--- src/rtl/alu_normalizer.sv ---
//-----------------------------------------------------------------------------
// alu_normalizer
//
// Sequential normalizer that sits beside the shift ALU. For a captured operand
// it finds the shift count that moves the most significant set bit to bit
// WIDTH-1 (dir=0, leading-zero count) or the least significant set bit to
// bit 0 (dir=1, trailing-zero count), and returns that count together with the
// normalized value. The controller can feed Cnt straight back to the shift ALU
// in the opposite direction to recover the original operand.
//
// Optional build macro:
//   ALU_NORM_SKIP2_EN - when defined, the SHIFT state moves two positions per
//                       cycle whenever the target bit and its neighbour are
//                       both clear. Results (S, Cnt, Z) are unchanged; only
//                       latency shrinks.
//
// Parameters:
//   WIDTH  operand width in bits (>= 2)
//   CW     count width, $clog2(WIDTH), derived
//
// Ports:
//   clk    in   rising-edge clock
//   rst    in   synchronous active-high reset
//   start  in   request, sampled only while busy=0
//   dir    in   0 = normalize toward MSB, 1 = toward LSB; sampled with start
//   A      in   operand; sampled with start
//   busy   out  high from the accepting edge until the completing edge
//   done   out  one-cycle pulse, result valid
//   S      out  normalized value (holds until next completion or reset)
//   Cnt    out  number of positions shifted
//   Z      out  operand was zero
//-----------------------------------------------------------------------------
module alu_normalizer #(
    parameter  int WIDTH = 8,
    localparam int CW    = $clog2(WIDTH)
) (
    input  logic             clk,
    input  logic             rst,
    input  logic             start,
    input  logic             dir,
    input  logic [WIDTH-1:0] A,
    output logic             busy,
    output logic             done,
    output logic [WIDTH-1:0] S,
    output logic [CW-1:0]    Cnt,
    output logic             Z
);

    typedef enum logic {
        IDLE,
        SHIFT
    } state_t;

    state_t           r_state;
    logic [WIDTH-1:0] r_reg;
    logic [CW-1:0]    r_cnt;
    logic             r_dir;
    logic             r_done;
    logic [WIDTH-1:0] r_s;
    logic [CW-1:0]    r_cnt_o;
    logic             r_z;

    state_t           w_state_nxt;
    logic [WIDTH-1:0] w_reg_nxt;
    logic [CW-1:0]    w_cnt_nxt;
    logic             w_dir_nxt;
    logic             w_done_nxt;
    logic [WIDTH-1:0] w_s_nxt;
    logic [CW-1:0]    w_cnt_o_nxt;
    logic             w_z_nxt;

    logic             w_tgt;
    logic             w_zero;
    logic [WIDTH-1:0] w_shift1;

    // Bit that must become 1 for the operand to count as normalized.
    assign w_tgt    = r_dir ? r_reg[0] : r_reg[WIDTH-1];
    assign w_zero   = (r_reg == '0);
    assign w_shift1 = r_dir ? (r_reg >> 1) : (r_reg << 1);

`ifdef ALU_NORM_SKIP2_EN
    logic             w_nbr;
    logic [WIDTH-1:0] w_shift2;

    // With the target and its neighbour both clear (and reg nonzero) the set
    // bit is at least two positions away, so a double step cannot overshoot.
    assign w_nbr    = r_dir ? r_reg[1] : r_reg[WIDTH-2];
    assign w_shift2 = r_dir ? (r_reg >> 2) : (r_reg << 2);
`endif

    always_comb begin
        w_state_nxt = r_state;
        w_reg_nxt   = r_reg;
        w_cnt_nxt   = r_cnt;
        w_dir_nxt   = r_dir;
        w_done_nxt  = 1'b0;
        w_s_nxt     = r_s;
        w_cnt_o_nxt = r_cnt_o;
        w_z_nxt     = r_z;

        case (r_state)
            IDLE: begin
                if (start) begin
                    w_reg_nxt   = A;
                    w_cnt_nxt   = '0;
                    w_dir_nxt   = dir;
                    w_state_nxt = SHIFT;
                end
            end

            SHIFT: begin
                if (w_tgt || w_zero) begin
                    w_s_nxt     = r_reg;
                    w_cnt_o_nxt = r_cnt;
                    w_z_nxt     = w_zero;
                    w_done_nxt  = 1'b1;
                    w_state_nxt = IDLE;
                end else begin
`ifdef ALU_NORM_SKIP2_EN
                    if (!w_nbr) begin
                        w_reg_nxt = w_shift2;
                        w_cnt_nxt = r_cnt + CW'(2);
                    end else begin
                        w_reg_nxt = w_shift1;
                        w_cnt_nxt = r_cnt + CW'(1);
                    end
`else
                    w_reg_nxt = w_shift1;
                    w_cnt_nxt = r_cnt + CW'(1);
`endif
                end
            end

            default: begin
                w_state_nxt = IDLE;
            end
        endcase
    end

    always_ff @(posedge clk) begin
        if (rst) begin
            r_state <= IDLE;
            r_reg   <= '0;
            r_cnt   <= '0;
            r_dir   <= 1'b0;
            r_done  <= 1'b0;
            r_s     <= '0;
            r_cnt_o <= '0;
            r_z     <= 1'b0;
        end else begin
            r_state <= w_state_nxt;
            r_reg   <= w_reg_nxt;
            r_cnt   <= w_cnt_nxt;
            r_dir   <= w_dir_nxt;
            r_done  <= w_done_nxt;
            r_s     <= w_s_nxt;
            r_cnt_o <= w_cnt_o_nxt;
            r_z     <= w_z_nxt;
        end
    end

    // busy is exactly "in SHIFT": set by the accepting edge, cleared by the
    // completing edge, which also lets start be accepted during the done cycle.
    assign busy = (r_state == SHIFT);
    assign done = r_done;
    assign S    = r_s;
    assign Cnt  = r_cnt_o;
    assign Z    = r_z;

endmodule

--- config.mk ---
export PLATFORM = sky130hd
export DESIGN_NAME = alu_normalizer
export DESIGN_NICKNAME = d
export VERILOG_FILES = /design/src/rtl/alu_normalizer.sv
export SDC_FILE = /design/constraint.sdc
export NUM_CORES = 1
export LEC_CHECK = 0
export CAP_MARGIN = 40
export CELL_PAD_IN_SITES_DETAIL_PLACEMENT = 1
export CELL_PAD_IN_SITES_GLOBAL_PLACEMENT = 1
export CORE_UTILIZATION = 32
export DETAILED_ROUTE_END_ITERATION = 12
export GPL_ROUTABILITY_DRIVEN = 0
export PLACE_DENSITY_LB_ADDON = 0.2
export SLEW_MARGIN = 5
export SYNTH_ARGS = -nofsm -noshare
export SYNTH_HDL_FRONTEND = slang
export SYNTH_SLANG_ARGS = --single-unit
--- constraint.sdc ---
create_clock -name clk -period 4 [get_ports clk]
set_input_delay 0.6 -clock clk [delete_from_list [all_inputs] [get_ports clk]]
set_output_delay 0.6 -clock clk [all_outputs]
set_load 0.03 [all_outputs]
==> results of run 1 <==
==> final timing paths <==
path / end / slack, ns / cells past startpoint
max reg2reg: S[2] / 2.13 / 4
max: Cnt[1] / 2.10 / 1
min reg2reg: S[7] / 0.48 / 2
min: S[7] / 0.48 / 2
==> power by group through the flow <==
stage                     Clock, mW  Sequential (mW)  Combinational [mW]
final                         0.173            0.301               0.158
after global routing          0.188            0.305               0.173
after CTS                     0.180            0.302               0.160
after detailed placement          0            0.307               0.159
after global placement            0            0.307               0.155
after floorplan                   0            0.312               0.114
==> cell families after synthesis <==
family / synth area share
flip-flops: 0.406
XOR/XNOR: 0.00684
adder cells (fa/ha/maj): 0.00976
multiplexers: 0.228
AO/OA/AOI/OAI: 0.0918
AND/OR/NAND/NOR: 0.213
buffers and inverters: 0.0449
==> layer usage <==
metal / share of wire / global-route usage
met5: 0 / 0
met4: 0.016 / 0.0652
met3: 0.025 / 0.0208
met2: 0.48 / 0.244
met1: 0.48 / 0.185
==> cells in the final DEF (no fill, tap or decap), types with 2 or more instances in the layout <==
cell type,n
sky130_fd_sc_hd__clkbuf_8,4
sky130_fd_sc_hd__nand2b_1,24
sky130_fd_sc_hd__clkdlybuf4s50_1,25
sky130_fd_sc_hd__nor2b_1,2
sky130_fd_sc_hd__mux2i_1,28
sky130_fd_sc_hd__a21o_1,2
sky130_fd_sc_hd__or4_4,2
sky130_fd_sc_hd__dfxtp_1,26
sky130_fd_sc_hd__nor2_1,12
sky130_fd_sc_hd__a211o_1,6
==> area by class of cell <==
cell class,count,area (sq um)
fill,433,2130
clock buffer,4,55.1
timing repair buffer,27,273
sequential,26,520
multi-input combinational,92,703
tap,48,60.1
==> metrics by stage <==
step	area [sq um]	instances
floorplan	1280	128
global placement	1540	192
detailed placement	1560	193
CTS	1610	197
global route	1610	197
finish	1610	197
==> results.yml, run 1 <==
timing:
  finalMaxSlewViolations: 0
  setup_viol: 0
  fin_crit_ns: 1.90
  finalHoldViolCount: 0
  timing.setup.tns_ns: 0
  worst-slew-pin-transition_ns: 0.537
  layout_worst_path_cycle_share: 0.474
  rsz_0062_raised_after_global_routing: "false"
  max_slew_margin: 0.641
  final.setup_skew_ns: 0.00413
  worst_hold_slack_ns: 0.482
  postLayoutSetupSlackWorst_ns: 2.10
  fmax_mhz: 527
logic_synthesis:
  post_synth_inst_count: 128
  postSynth.topFlopCell: "sky130_fd_sc_hd__dfxtp_1"
  synth.avg_cell_area_sq_um: 10.0
  netlist-cell-type-count: 28
  ranking_of_synthesized_cells_by_instance_count: "sky130_fd_sc_hd__mux2i_1 (28), sky130_fd_sc_hd__dfxtp_1 (26), sky130_fd_sc_hd__nand2b_1 (24), sky130_fd_sc_hd__nor2_1 (12)"
  synth.most_common_cell: "sky130_fd_sc_hd__mux2i_1"
  mappedNetlistArea_sq_mm: 0.00128
  synth_top_cell_area_share: 0.406
  synth.ff_latch_count: 26
  synth-seq-area-share: 0.406
  synth.largest_area_cell: "sky130_fd_sc_hd__dfxtp_1"
  synth-edff-count: 0
  yosysWarnings: 0
  yosys-top-cells-area: "sky130_fd_sc_hd__dfxtp_1 (41%), sky130_fd_sc_hd__mux2i_1 (22%), sky130_fd_sc_hd__nand2b_1 (12%), sky130_fd_sc_hd__a211o_1 (4.1%), sky130_fd_sc_hd__nor2_1 (3.5%)"
  async_flop_share: 0
  syn_nets: 141
clock_tree:
  clk_root_buffer_cell: "sky130_fd_sc_hd__clkbuf_8"
  worstSkewPairLatency_ns: 0.27
  postCtsSetupBuffers: 0
  clock_transition_time_at_the_flip_flop_clock_pins_of_the_worst_setup_and_hold_paths_ns: 0.09
  post_cts_resize_count: 0
  cts_hold_buffers: 0
  cts_inserted_buffers: 3
  clock_sinks: 26
  ctsHtreeMaxLevel: 1
  clock_tree_from_tritoncts: "built"
  cts_max_path_buffers: 2
layout:
  layout.core_utilization: 0.430
  layout-drive-gt1-share: 0.0738
  area.growth.synth_to_final_pct: 25.8
  n_antenna_cell: 0
  net_count_of_the_finished_layout: 163
global_route:
  grt_usage: 0.146
  grt_pass1_wl_um: 4750
  globalRoute.totalOverflow: 0
  pin_count_of_the_biggest_net_entering_global_routing: 24
  grt_pass1_vias: 1018
  antenna_found_initial: 0
floorplan:
  design.core.area_sq_mm: 0.00374
  floorplan.die.height_um: 65.3
  num_io_pins: 26
  die-area_sq_mm: 0.00426
  initial_core_util: 0.342
  die_w_um: 65.3
  rows: 22
setup_path:
  startpoint_type: "register"
  timing.rr.start: "r_reg[6]"
  timing.critical_path.cells: "clkdlybuf4s50_1"
  crit_fanout: 2
  critPathMaxStageDelay_ns: 0.68
  crit_path_dat_ns: 1.30
  data_required_time_at_the_worst_endpoint_ns: 3.40
  buffers_inverters_on_critical_path: 1
  timing.setup.critical_path_class: "register to output pin"
  critical_path.slowest_cell: "sky130_fd_sc_hd__clkdlybuf4s50_1"
  startpoint: "Cnt[1]"
  crit_path_end_kind: "output pin"
  cpLargestDelayFamily: "buffers and inverters"
route:
  wl_per_cell_um: 14.0
  avgViaCountPerCell: 4.99
  drt_drc_violations_left: 0
  drt-initial-drc-count: 42
  vias: 983
  ant_nets: 0
  wl_um: 2760
  number_of_iterations_in_the_first_detailed_routing_pass: 4
pwr:
  design_power_total_mw: 0.632
  p_leak_nw: 0.625
  clkPwrFrac: 0.273
  combinational_cell_fraction_of_total_power: 0.250
  p_seq_frac: 0.476
  sw_frac_of_total: 0.295
  vdd_ir_drop_max_mv: 0.214
  power_per_cell_area_mw_per_mm2: 392
  cell_internal_pwr_mw: 0.446
  switching_power_mw: 0.186
worst_hold_path:
  min-delay-path-class: "register to register"
  timing.hold.worst.start: "S[7]"
placement:
  preCtsSetupSlack_ns: 1.95
  placement.io_buffers: 25
  dp_hpwl_um: 2030
job:
  drv.max_cap_violation_count: 0
outcome:
  status: "finished, final reports clean"
No activity file was read; power rests on OpenSTA's default activity.
==> run 2: changes to the inputs <==
Clock period 4 ns to 1.89 ns, I/O delays scaled along.
==> results.yml, run 2 (synthesis results as in run 1) <==
outcome:
  status: "finished, final reports clean"
route:
  drt_drc_violations_left: 0
  vias: 997
  drt-initial-drc-count: 48
  avgViaCountPerCell: 4.99
  wl_per_cell_um: 14.3
  wl_um: 2870
  number_of_iterations_in_the_first_detailed_routing_pass: 4
  ant_nets: 0
setup_path:
  cpLargestDelayFamily: "simple AND/OR/NAND/NOR gates"
  timing.critical_path.cells: "or4_4 -> o211ai_2 -> and2b_1 -> mux2i_1"
  crit_fanout: 5
  timing.setup.critical_path_class: "register to register"
  crit_path_end_kind: "register"
  startpoint_type: "register"
  data_required_time_at_the_worst_endpoint_ns: 2.10
  crit_path_dat_ns: 1.99
  critPathMaxStageDelay_ns: 0.57
  critical_path.slowest_cell: "sky130_fd_sc_hd__or4_4"
  reg2regPathDepth: 4
  worst-path-stages: 4
  buffers_inverters_on_critical_path: 0
floorplan:
  rows: 22
  initial_core_util: 0.342
  design.core.area_sq_mm: 0.00374
  floorplan.die.height_um: 65.3
  die-area_sq_mm: 0.00426
  num_io_pins: 26
  die_w_um: 65.3
timing:
  fin_crit_ns: 1.78
  worst-slew-pin-transition_ns: 0.394
  rsz_0062_raised_after_global_routing: "false"
  fmax_mhz: 562
  timing.setup.tns_ns: 0
  layout_worst_path_cycle_share: 0.942
  finalHoldViolCount: 0
  final.setup_skew_ns: 0.00461
  max_slew_margin: 0.738
  finalMaxSlewViolations: 0
  setup_viol: 0
global_route:
  globalRoute.totalOverflow: 0
  pin_count_of_the_biggest_net_entering_global_routing: 38
  grt_pass1_vias: 1061
  antenna_found_initial: 0
  grt_usage: 0.154
  grt_pass1_wl_um: 5020
worst_hold_path:
  min-delay-path-class: "register to register"
  whs_path_depth: 2
pwr:
  combinational_cell_fraction_of_total_power: 0.260
  p_seq_frac: 0.464
  vdd_ir_drop_max_mv: 0.309
  design_power_total_mw: 1.36
  p_leak_nw: 0.638
  sw_frac_of_total: 0.299
  cell_internal_pwr_mw: 0.955
  clkPwrFrac: 0.276
  power_per_cell_area_mw_per_mm2: 837
  switching_power_mw: 0.407
clock_tree:
  clk_root_buffer_cell: "sky130_fd_sc_hd__clkbuf_8"
  postCtsSetupBuffers: 0
  clock_sinks: 26
  cts_hold_buffers: 0
  worstSkewPairLatency_ns: 0.28
  cts_max_path_buffers: 2
  post_cts_resize_count: 0
  ctsHtreeMaxLevel: 1
  clock_tree_from_tritoncts: "built"
  clock_transition_time_at_the_flip_flop_clock_pins_of_the_worst_setup_and_hold_paths_ns: 0.09
  cts_inserted_buffers: 3
placement:
  dpl.cell_count: 196
  placement.io_buffers: 25
  dp_hpwl_um: 2080
layout:
  layout.filler_cells: 445
  net_count_of_the_finished_layout: 166
  area.growth.synth_to_final_pct: 27.0
  layout-drive-gt1-share: 0.0921
  multi_input_comb_area_sq_um: 703
  layout_common_cells: "sky130_fd_sc_hd__mux2i_1 (28), sky130_fd_sc_hd__dfxtp_1 (26), sky130_fd_sc_hd__clkdlybuf4s50_1 (25)"
  leading_cell_type_in_the_layout_fill_and_taps_excluded: "sky130_fd_sc_hd__mux2i_1"
  final_cells: 200
  n_antenna_cell: 0
  layout.area.seq_sq_um: 520
job:
  drv.max_cap_violation_count: 0
## run 2: cell count changes in the layout (fill, tap and decap cells not counted), sizes merged
cell | before | now
buf | 2 | 5
## run 2: path summary, 6_finish.rpt
kind | from | end | slack (ns)
min reg2reg | S[2] | S[2] | 0.48
max | r_reg[3] | r_reg[5] | 0.11
min | S[2] | S[2] | 0.48
max reg2reg | r_reg[3] | r_reg[5] | 0.11
## run 2: stage by stage
stage	cell area, sq um	utilization	worst slack, ns	hold WS, ns
floorplan	1280	-	0.320	0.431
global placement	1570	0.420	0.133	0.462
detailed placement	1570	0.420	0.118	0.472
CTS	1630	0.434	0.0890	0.488
global route	1630	0.434	0.0121	0.512
finish	1630	0.434	0.110	0.479
## run 2: worst reg2reg max path: stages, from the launching register on
cell                       delay [ns]
sky130_fd_sc_hd__dfxtp_1         0.35
sky130_fd_sc_hd__or4_4           0.57
sky130_fd_sc_hd__o211ai_2        0.26
sky130_fd_sc_hd__and2b_1         0.33
sky130_fd_sc_hd__mux2i_1         0.21
## run 2: layout make-up
class,count,area share
tap,48,0.0369
multi-input combinational,92,0.432
clock buffer,4,0.0338
timing repair buffer,30,0.177
sequential,26,0.320
## run 2: layer usage
metal,up-vias,global-route usage,wire length [um]
met1,482,0.195,1420
met5,-,0,0
li1,492,-,-
met3,5,0.0208,61
met2,18,0.253,1320
met4,0,0.0815,62
## run 2: power groups by stage
stage | clock (mW) | combinational (mW) | sequential [mW]
final | 0.376 | 0.354 | 0.632
after global routing | 0.408 | 0.388 | 0.639
after CTS | 0.394 | 0.358 | 0.633
after detailed placement | 0 | 0.357 | 0.645
after global placement | 0 | 0.353 | 0.643
after floorplan | 0 | 0.241 | 0.660
